### src/rtl/backend_types.sv
// Shared rename-backend types: checkpoint (COB) sizing, RAT entry and checkpoint entry layouts.
package backend_types;

   localparam int COB_DEPTH          = 4;
   localparam int COB_TAG_WIDTH      = $clog2(COB_DEPTH);
   localparam int NUM_ARCH_REGISTERS = 32;
   localparam int ARCH_IDX_WIDTH     = $clog2(NUM_ARCH_REGISTERS);
   localparam int PHYS_REG_WIDTH     = 6;

   typedef struct packed {
      logic                      valid;
      logic [PHYS_REG_WIDTH-1:0] data;
   } rat_entry_t;

   typedef struct packed {
      rat_entry_t [NUM_ARCH_REGISTERS-1:0] rat_data;
      logic [COB_DEPTH-1:0]                branch_mask;
   } cob_entry_t;

   // Empty checkpoint: all mappings to p0 and marked ready.
   function automatic cob_entry_t cob_reset_entry();
      cob_entry_t e;
      e = '0;
      for (int k = 0; k < NUM_ARCH_REGISTERS; k++) begin
         e.rat_data[k].valid = 1'b1;
      end
      return e;
   endfunction

endpackage

### src/rtl/checkpoint_ctrl_if.sv
// Allocation, resolution and branch-broadcast handshake between dispatch/resolve logic and checkpoint_ctrl.
interface checkpoint_ctrl_if;
   import backend_types::*;

   logic                     alloc_req;
   logic                     alloc_ack;
   logic [COB_TAG_WIDTH-1:0] alloc_tag;
   logic [COB_DEPTH-1:0]     alloc_mask;
   logic                     full;

   logic                     resolve_valid;
   logic [COB_TAG_WIDTH-1:0] resolve_tag;
   logic                     resolve_kill;

   logic                     broadcast;
   logic                     kill;
   logic [COB_TAG_WIDTH-1:0] tag;

   modport master (
      output alloc_req, resolve_valid, resolve_tag, resolve_kill,
      input  alloc_ack, alloc_tag, alloc_mask, full, broadcast, kill, tag
   );

   modport slave (
      input  alloc_req, resolve_valid, resolve_tag, resolve_kill,
      output alloc_ack, alloc_tag, alloc_mask, full, broadcast, kill, tag
   );

endinterface

### src/rtl/free_tag_encoder.sv
// Lowest-index priority encoder over the free-checkpoint vector.
module free_tag_encoder #(
   parameter int DEPTH = 4,
   parameter int TAG_W = 2
) (
   input  logic [DEPTH-1:0] free,
   output logic [TAG_W-1:0] tag,
   output logic             any_free
);

   always_comb begin
      tag      = '0;
      any_free = 1'b0;
      // Scan high to low so the lowest free index is the last one written.
      for (int i = DEPTH - 1; i >= 0; i--) begin
         if (free[i]) begin
            tag      = i[TAG_W-1:0];
            any_free = 1'b1;
         end
      end
   end

endmodule

### src/rtl/checkpoint_ctrl.sv
// Branch-checkpoint controller: allocates COB tags, snapshots the RAT, frees/flushes on resolve.
// Define CHECKPOINT_CDB_SNOOP_EN to let stored snapshots pick up CDB wakeups.
module checkpoint_ctrl
   import backend_types::*;
(
   input  logic                                clk,
   input  logic                                rst,
   checkpoint_ctrl_if.slave                    bus,
   input  rat_entry_t [NUM_ARCH_REGISTERS-1:0] rat_data,
   input  logic                                cdb_valid,
   input  logic [ARCH_IDX_WIDTH-1:0]           cdb_ard,
   input  logic [PHYS_REG_WIDTH-1:0]           cdb_prd,
   output cob_entry_t [COB_DEPTH-1:0]          cob_data
);

   logic [COB_DEPTH-1:0]       busy_q, busy_d;
   logic [COB_DEPTH-1:0]       live_q, live_d, live_after;
   cob_entry_t [COB_DEPTH-1:0] cob_q, cob_d;
   logic                       bcast_q, bcast_d;
   logic                       kill_q, kill_d;
   logic [COB_TAG_WIDTH-1:0]   tag_q, tag_d;

   logic [COB_TAG_WIDTH-1:0]   free_tag;
   logic                       any_free;
   logic                       rv_busy, mispredict, correct;
   logic [COB_DEPTH-1:0]       r_onehot, clr_mask, younger;

   free_tag_encoder #(
      .DEPTH (COB_DEPTH),
      .TAG_W (COB_TAG_WIDTH)
   ) u_free_tag_encoder (
      .free     (~busy_q),
      .tag      (free_tag),
      .any_free (any_free)
   );

   assign rv_busy    = bus.resolve_valid & busy_q[bus.resolve_tag];
   assign mispredict = rv_busy & bus.resolve_kill;
   assign correct    = rv_busy & ~bus.resolve_kill;
   assign r_onehot   = COB_DEPTH'(1) << bus.resolve_tag;
   assign clr_mask   = correct ? r_onehot : '0;
   assign live_after = live_q & ~clr_mask;

   assign bus.full       = ~any_free;
   assign bus.alloc_tag  = free_tag;
   assign bus.alloc_ack  = bus.alloc_req & any_free & ~mispredict;
   assign bus.alloc_mask = live_q;
   assign bus.broadcast  = bcast_q;
   assign bus.kill       = kill_q;
   assign bus.tag        = tag_q;
   assign cob_data       = cob_q;

   always_comb begin
      for (int j = 0; j < COB_DEPTH; j++) begin
         younger[j] = cob_q[j].branch_mask[bus.resolve_tag];
      end
   end

   always_comb begin
      busy_d  = busy_q;
      live_d  = live_after;
      cob_d   = cob_q;
      bcast_d = rv_busy;
      kill_d  = mispredict;
      tag_d   = rv_busy ? bus.resolve_tag : tag_q;

      for (int i = 0; i < COB_DEPTH; i++) begin
         cob_d[i].branch_mask = cob_q[i].branch_mask & ~clr_mask;
`ifdef CHECKPOINT_CDB_SNOOP_EN
         if (busy_q[i] && cdb_valid && (cob_q[i].rat_data[cdb_ard].data == cdb_prd)) begin
            cob_d[i].rat_data[cdb_ard].valid = 1'b1;
         end
`endif
      end

      if (correct) begin
         busy_d = busy_q & ~r_onehot;
      end
      // Flushed entries keep their storage so the RAT can reload from cob_data[tag].
      if (mispredict) begin
         busy_d = busy_q & ~(r_onehot | younger);
         live_d = cob_q[bus.resolve_tag].branch_mask;
      end

      if (bus.alloc_ack) begin
         busy_d[free_tag]                = 1'b1;
         live_d[free_tag]                = 1'b1;
         cob_d[free_tag].rat_data        = rat_data;
         cob_d[free_tag].branch_mask     = live_after;
`ifdef CHECKPOINT_CDB_SNOOP_EN
         if (cdb_valid && (rat_data[cdb_ard].data == cdb_prd)) begin
            cob_d[free_tag].rat_data[cdb_ard].valid = 1'b1;
         end
`endif
      end
   end

`ifndef CHECKPOINT_CDB_SNOOP_EN
   logic unused_cdb;
   assign unused_cdb = ^{cdb_valid, cdb_ard, cdb_prd};
`endif

   always_ff @(posedge clk) begin
      if (rst) begin
         busy_q  <= '0;
         live_q  <= '0;
         bcast_q <= 1'b0;
         kill_q  <= 1'b0;
         tag_q   <= '0;
         for (int i = 0; i < COB_DEPTH; i++) begin
            cob_q[i] <= cob_reset_entry();
         end
      end else begin
         busy_q  <= busy_d;
         live_q  <= live_d;
         bcast_q <= bcast_d;
         kill_q  <= kill_d;
         tag_q   <= tag_d;
         cob_q   <= cob_d;
      end
   end

endmodule

### src/flat_wrapper.sv
// flat-port wrapper written by rule: the top's interface ports become plain ports
module checkpoint_ctrl_flat import backend_types::*;
  (clk, rst, rat_data, cdb_valid, cdb_ard, cdb_prd, cob_data, bus_alloc_req, bus_resolve_valid, bus_resolve_tag, bus_resolve_kill, bus_alloc_ack, bus_alloc_tag, bus_alloc_mask, bus_full, bus_broadcast, bus_kill, bus_tag);
  checkpoint_ctrl_if bus_i ();
  input  logic clk;
  input  logic rst;
  input  rat_entry_t [NUM_ARCH_REGISTERS-1:0] rat_data;
  input  logic cdb_valid;
  input  logic [ARCH_IDX_WIDTH-1:0] cdb_ard;
  input  logic [PHYS_REG_WIDTH-1:0] cdb_prd;
  output cob_entry_t [COB_DEPTH-1:0] cob_data;
  input wire logic [$bits(bus_i.alloc_req)-1:0] bus_alloc_req;
  input wire logic [$bits(bus_i.resolve_valid)-1:0] bus_resolve_valid;
  input wire logic [$bits(bus_i.resolve_tag)-1:0] bus_resolve_tag;
  input wire logic [$bits(bus_i.resolve_kill)-1:0] bus_resolve_kill;
  output wire logic [$bits(bus_i.alloc_ack)-1:0] bus_alloc_ack;
  output wire logic [$bits(bus_i.alloc_tag)-1:0] bus_alloc_tag;
  output wire logic [$bits(bus_i.alloc_mask)-1:0] bus_alloc_mask;
  output wire logic [$bits(bus_i.full)-1:0] bus_full;
  output wire logic [$bits(bus_i.broadcast)-1:0] bus_broadcast;
  output wire logic [$bits(bus_i.kill)-1:0] bus_kill;
  output wire logic [$bits(bus_i.tag)-1:0] bus_tag;
  assign bus_i.alloc_req = bus_alloc_req;
  assign bus_i.resolve_valid = bus_resolve_valid;
  assign bus_i.resolve_tag = bus_resolve_tag;
  assign bus_i.resolve_kill = bus_resolve_kill;
  assign bus_alloc_ack = bus_i.alloc_ack;
  assign bus_alloc_tag = bus_i.alloc_tag;
  assign bus_alloc_mask = bus_i.alloc_mask;
  assign bus_full = bus_i.full;
  assign bus_broadcast = bus_i.broadcast;
  assign bus_kill = bus_i.kill;
  assign bus_tag = bus_i.tag;
  checkpoint_ctrl u_core (.clk(clk), .rst(rst), .bus(bus_i), .rat_data(rat_data), .cdb_valid(cdb_valid), .cdb_ard(cdb_ard), .cdb_prd(cdb_prd), .cob_data(cob_data));
endmodule
### config.mk
export PLATFORM = sky130hd
export DESIGN_NAME = checkpoint_ctrl_flat
export DESIGN_NICKNAME = d
export VERILOG_FILES = /design/src/rtl/backend_types.sv /design/src/rtl/checkpoint_ctrl_if.sv /design/src/rtl/free_tag_encoder.sv /design/src/rtl/checkpoint_ctrl.sv /design/src/flat_wrapper.sv
export SDC_FILE = /design/constraint.sdc
export NUM_CORES = 2
export LEC_CHECK = 0
export BUFFER_PORTS_ARGS = -buffer_cell sky130_fd_sc_hd__buf_2
export CORE_AREA = 3 3 447 449
export CTS_CLUSTER_SIZE = 14
export DETAILED_ROUTE_END_ITERATION = 12
export DIE_AREA = 0 0 450 452
export SLEW_MARGIN = 20
export SYNTH_ARGS = -nofsm -noshare
export SYNTH_HDL_FRONTEND = slang
export SYNTH_SLANG_ARGS = --single-unit
### constraint.sdc
create_clock -name clk -period 2.5 [get_ports clk]
set_clock_uncertainty 0.05 [all_clocks]
set_input_delay 0.375 -clock clk [delete_from_list [all_inputs] [get_ports clk]]
set_output_delay 0.375 -clock clk [all_outputs]
set_load 0.01 [all_outputs]
* Word level (Yosys, flattened, before mapping)
Index checks and enable logic that the tools add are counted.
** Cells by class
- Mux-type cells :: 35
- Reductions and logical operators :: 1
- Bitwise logic cells :: 22
- Order comparisons :: 3
- Shift-type cells :: 1
** Operators with widths (number)
- $bwmux 912 :: 2
- $demux 228 s2 :: 2
- $mux 688 :: 1
- $bmux 228 s2 :: 1
- $mux 228 :: 1
- $mux 4 :: 8
- $and 4x4->4 :: 7
- $not 4->4 :: 4
- $or 4x4->4 :: 3
- $bmux 1 s2 :: 5
- $mux 1 :: 10
- $mux 2 :: 4
- $lt 2x3->1 const B :: 2
- $and 1x1->1 :: 5
- $shl 1x2->4 const A :: 1
- $not 1->1 :: 3
- $demux 1 s2 :: 1
- $ge 2x1->1 const B :: 1
- $logic_and 1x1->1 :: 1
** Storage, ports and cells
- Output and inout port bits :: 924
- Input bits :: 243
- Register bits after elaboration :: 924

* Longest topological paths before layout
- Depth in word-level cells :: 12
- Depth in mapped cells :: 8
- Gate-level depth less buffers :: 4

* By module
A second synthesis with hierarchy kept.
** Unflattened totals
- Cells, all modules :: 4059
- Area total of the unflattened synthesis :: 32292.2 um^2
** Modules (own cells, without submodules)
- checkpoint_ctrl :: seq. area each 18497.7 um^2, area each 32257.2 um^2, times used 1, cells an instance 4052
- free_tag_encoder :: seq. area each 0.0 um^2, area each 35.0 um^2, times used 1, cells an instance 7

* Worst setup path after synthesis
No wires, ideal clock.
- Kind :: input port to output port
- Start point :: input port bus_resolve_tag[0]
- End point :: output port bus_alloc_ack
- Stages on the path :: 7
- Arrival :: 1.616 ns
- Data required time :: 2.075 ns
- Path buffers :: 4
- Path slack :: 0.459 ns
- Cell sequence :: buf_6 mux2i_4 o221ai_2 buf_4 buf_4 buf_2 nor2_1
** On the way
- Cells in the longest elaborated chain, start to end :: 6
** RTL lines
- from (decl) :: line flat_wrapper.sv:14 : input wire logic [$bits(bus_i.resolve_tag)-1:0] bus_resolve_tag;
- $bmux 1 s2 :: line checkpoint_ctrl.sv:37 : assign rv_busy = bus.resolve_valid & busy_q[bus.resolve_tag];
- $mux 1 (not written as such) :: line checkpoint_ctrl.sv:37
- $and 1x1->1 :: line checkpoint_ctrl.sv:37
- $and 1x1->1 :: line checkpoint_ctrl.sv:38 : assign mispredict = rv_busy & bus.resolve_kill;
- $not 1->1 :: line checkpoint_ctrl.sv:46 : assign bus.alloc_ack = bus.alloc_req & any_free & ~mispredict;
- $and 1x1->1 :: line checkpoint_ctrl.sv:46
- to (decl) :: line flat_wrapper.sv:16 : output wire logic [$bits(bus_i.alloc_ack)-1:0] bus_alloc_ack;
Every way passes these cells. The select of a mux whose other input is x is not followed.

* Final worst setup path
- Start point :: register u_core.busy_q[2]
- End point :: output port bus_alloc_ack
** On the way
- Cells in the longest elaborated chain, start to end :: 6
- Elaborated cells between the ends (all ways) :: 11
** RTL lines
- from (decl) :: line checkpoint_ctrl.sv:16 : logic [COB_DEPTH-1:0] busy_q, busy_d;
- from (signal assigned) :: line checkpoint_ctrl.sv:114 : busy_q <= busy_d;
- $bmux 1 s2 or $not 4->4 (tied branches) :: line checkpoint_ctrl.sv:37, checkpoint_ctrl.sv:32
- $mux 1 (on tied branches) :: line checkpoint_ctrl.sv:37, free_tag_encoder.sv:16
- $and 1x1->1 or $mux 1 (tied branches) :: line checkpoint_ctrl.sv:37, free_tag_encoder.sv:16
- $and 1x1->1 or $mux 1 (tied branches) :: line checkpoint_ctrl.sv:38, free_tag_encoder.sv:16
- $not 1->1 or $and 1x1->1 (tied branches) :: line checkpoint_ctrl.sv:46
- $and 1x1->1 (*) :: line checkpoint_ctrl.sv:46
Every way passes the cells marked *; elsewhere a longest branch is shown, timed or not. The select of a mux whose other input is x is not followed.

==> Flow_metrics.wiki <==
{| class="wikitable"
! Metric !! Value
|-
| Transition time at the pin with the least slew margin || roughly 0.66 ns
|-
| Total global-route track usage || between 10% and 20%
|-
| Slack of the worst reg-to-reg path || around 0.38 ns
|-
| Crit path required time || ~2.1 ns
|-
| Type of the worst setup path || reg2out
|-
| Critical path endpoint category || output pin
|-
| CTS tree || done
|-
| Worst hold margin || around 0.10 ns
|-
| Share of flip-flops with an asynchronous set or reset after synthesis || 0%
|-
| Via count of the first global-routing pass || ~34000
|-
| Total stage count of the critical path || 5
|-
| Shortest clock period the worst path allows after layout || roughly 2.4 ns
|-
| Leak || around 20 nW
|-
| Number of port buffers || 1154
|-
| Critical Path Sink || bus_alloc_ack
|-
| Number of max-cap violations || 0
|-
| Depth of the most critical reg-to-reg path || 8
|-
| Crit. Startpoint || u_core.busy_q[2]
|-
| Final-report hold violation count || 0
|-
| Area delta synth->final || 44.44%
|-
| Slowest library cell on the worst path || dfxtp_1
|-
| Power Dens Cells || 704.3 nW/µm²
|-
| Vias per Instance || between 4 and 5
|-
| Final cell utilization of the core || between 20% and 30%
|-
| YS warnings || 0
|-
| Number of nets produced by synthesis || ~4300
|-
| CP max FO || 8
|-
| Final Slew Violations || 0
|-
| Master cell of the clock root buffer || clkbuf_16
|-
| Area of the core || 196600 µm²
|-
| Sum of net half-perimeters after detailed placement || about 140 mm
|-
| Maximum number of pins on one net before global-route repair || 105
|-
| Final clock period utilization by the worst path || a little over nine tenths
|-
| Total Routed Length || between 150 and 200 mm
|-
| Remaining design rule violation count || 0
|-
| Clock latency reported for the late side of the worst-skew pair || 0.74 ns
|-
| Slowest stage delay, CP || between 0.3 and 0.4 ns
|-
| Std-Cell Rows || around 160
|-
| Routed len/inst || approximately 23 µm
|-
| Synthesis-stage register bit count || a little over 900
|-
| Effective utilization at floorplan || 17.43%
|-
| Top-level I/O count || between 1000 and 1500
|-
| Number of iterations in the first detailed-routing pass || 8
|-
| Initial antenna violation count || 47
|-
| Cells along the critical path || buf_4 > nand2_1 > nor2_1 > nor2_4 > buf_6
|-
| Detail Route Antenna Nets || 0
|-
| Buffers from clock root to sink, at most || 3
|-
| Maximum resistive drop on vdd || approximately 530 µV
|-
| Number of flops mapped to enable cells by yosys || 0
|-
| Number of clock buffers inserted by TritonCTS || 100
|-
| Clock transition at the registers of the reported paths || ~0.06 ns
|-
| Fmax || ~420 MHz
|-
| Overflow after GRT || 0
|-
| Final setup viols || 0
|-
| Fraction of the yosys area taken by sequential cells || between 50% and 60%
|-
| Worst reg2reg startpoint || u_core.busy_q[3]
|-
| Final net count || between 5000 and 6000
|-
| Die X || about 450 µm
|-
| RSZ-0062 raised after global routing || false
|-
| Final estimated routing congestion in global placement || 0.9363
|-
| First-pass GRT wire length || between 200 and 300 mm
|-
| Instance count of the mapped netlist || 4092
|-
| Area of the die || roughly 200000 µm²
|-
| Layout cells sized above 1 || roughly 28%
|-
| Worst setup slack after layout || between 0.1 and 0.15 ns
|-
| Yosys cell types || 39
|-
| Run status || finished clean
|-
| Tightest Hold Check Type || in2reg
|-
| Kind of launch point of the worst setup path || flop
|-
| Die Ht || about 450 µm
|-
| Signal arrival time at the worst endpoint || between 1.5 and 2 ns
|-
| Normalized max-slew margin || ~56%
|-
| Cell class contributing the biggest share of worst-path delay || simple AND/OR/NAND/NOR gates
|-
| Avg Cell Area, Syn || 8.376 µm²
|-
| Top flip-flop cell by instance count after synthesis || dfxtp_1
|-
| Iter 0 DRT Violations || 4821
|-
| Placement-stage worst setup slack || roughly 0.091 ns
|-
| Number of filler instances in the final layout || around 21000
|-
| Bufs and invs on worst path || 2
|-
| Max H-tree Level || 3
|-
| Via count of the routed design || approximately 38000
|-
| Mapped cell area || ~34000 µm²
|-
| Clock net sink count || between 900 and 1000
|}
-- timing repair --
| item | CTS | global route |
|---|---|---|
| gates cloned | 1 | 0 |
| setup buffers | 2 | 2 |
| hold buffers | 227 | 0 |
| gates resized for setup | 11 | 1 |
| pin swaps | 1 | 0 |
| endpoints found under the hold margin | 893 | 0 |
| setup endpoints to repair | 2 | 2 |
-- placed cells by master, fill, tap and decap left out, types with 3 or more instances in the layout --
cell type | synthesis | routed
clkbuf_16 | 0 | 100
nor2_1 | 6 | 3
nor2_4 | 0 | 3
clkbuf_1 | 251 | 18
nand2_1 | 464 | 464
clkinv_16 | 0 | 4
mux4_2 | 5 | 5
and3_1 | 96 | 96
bufinv_16 | 0 | 4
buf_12 | 0 | 73
buf_2 | 158 | 1152
mux2i_1 | 4 | 4
nand3b_1 | 35 | 35
clkinv_2 | 0 | 17
clkbuf_8 | 0 | 26
dfxtp_1 | 924 | 921
o21ai_0 | 579 | 579
nand3_1 | 596 | 596
diode_2 | 0 | 27
nand2_2 | 3 | 3
buf_4 | 15 | 102
a211o_1 | 96 | 96
dlygate4sd3_1 | 0 | 227
o21ai_1 | 10 | 10
a21oi_1 | 792 | 792
a31oi_1 | 3 | 3
buf_6 | 3 | 3
clkinvlp_4 | 0 | 5
o211ai_1 | 3 | 3
nand2b_1 | 6 | 5
-- stage by stage --
stage / instance area (µm²) / setup TNS [ns] / power [W] / cells
6_report: 49510 / 0 / 0.03486 / 8051
5_1_grt: 49460 / 0 / 0.03596 / 8034
4_1_cts: 49420 / -0.01753 / 0.03515 / 8022
3_5_place_dp: 43710 / 0 / 0.01953 / 7613
3_3_place_gp: 43710 / 0 / 0.01950 / 7613
2_1_floorplan: 34270 / 0 / 0.01742 / 4092
-- power breakdown --
part	internal [W]	switching [W]	total [W]
Combinational	0.00140	0.00278	0.00418
Clock	0.00860	0.00664	0.0152
Sequential	0.0152	0.000258	0.0154
-- routing by layer --
| layer | vias up | track usage (%) | wire length [µm] |
|---|---|---|---|
| met5 | - | 0 | 95 |
| met4 | 18 | 8.442 | 9846 |
| met3 | 448 | 4.509 | 17220 |
| met2 | 2147 | 27.45 | 85720 |
| met1 | 18280 | 21.10 | 72810 |
| li1 | 16830 | - | - |
-- how the worst min path moves through the flow --
stage | depth (start not counted) | start | endpoint
3_3_place_gp | 1 | flop | flop
4_1_cts | 4 | bus_resolve_tag[1] | u_core.bus.tag[1]
6_report | 4 | bus_resolve_tag[1] | u_core.bus.tag[1]
5_1_grt | 4 | bus_resolve_tag[1] | u_core.bus.tag[1]
2_1_floorplan | 2 | flop | flop
3_5_place_dp | 2 | flop | flop
-- layout make-up --
class,instances,area [µm²],area share (%)
Antenna cell,27,67.56,0.1365
Clock buffer,144,2928,5.914
Clock inverter,35,429.2,0.8669
Multi-Input combinational cell,2722,13930,28.13
Sequential cell,924,18500,37.38
Tap cell,2640,3303,6.672
Timing Repair Buffer,1559,10350,20.90
-- cells by family after synthesis --
family / share of synthesized area (%)
AOI/OAI and AO/OA: 23.03
and+or+nand+nor: 16.73
buffers and inverters: 5.691
muxes: 0.5841
DFF: 53.97
-- cell usage after synthesis (5+ instances only) --
library cell	number	area share [%]
o21ai_0	579	8.5
a21oi_1	792	12
mux4_2	5	0.33
nor2_1	6	0.066
a211o_1	96	2.5
buf_4	15	0.33
clkbuf_1	251	2.7
o21ai_1	10	0.15
buf_1	19	0.21
nand2_1	464	5.1
nand3b_1	35	0.77
and3_1	96	1.8
buf_2	158	2.3
dfxtp_1	924	54
nand3_1	596	8.7
nand2b_1	6	0.11
-- worst register-to-register path: stages (launching register included) --
cell and delay [ns]:
dfxtp_4 0.39, mux2i_4 0.08, buf_6 0.14, o221ai_4 0.20, buf_12 0.16, buf_4 0.25
buf_12 0.34, o21ai_0 0.21, a21oi_1 0.17
Power figures use the tool's default switching activity.
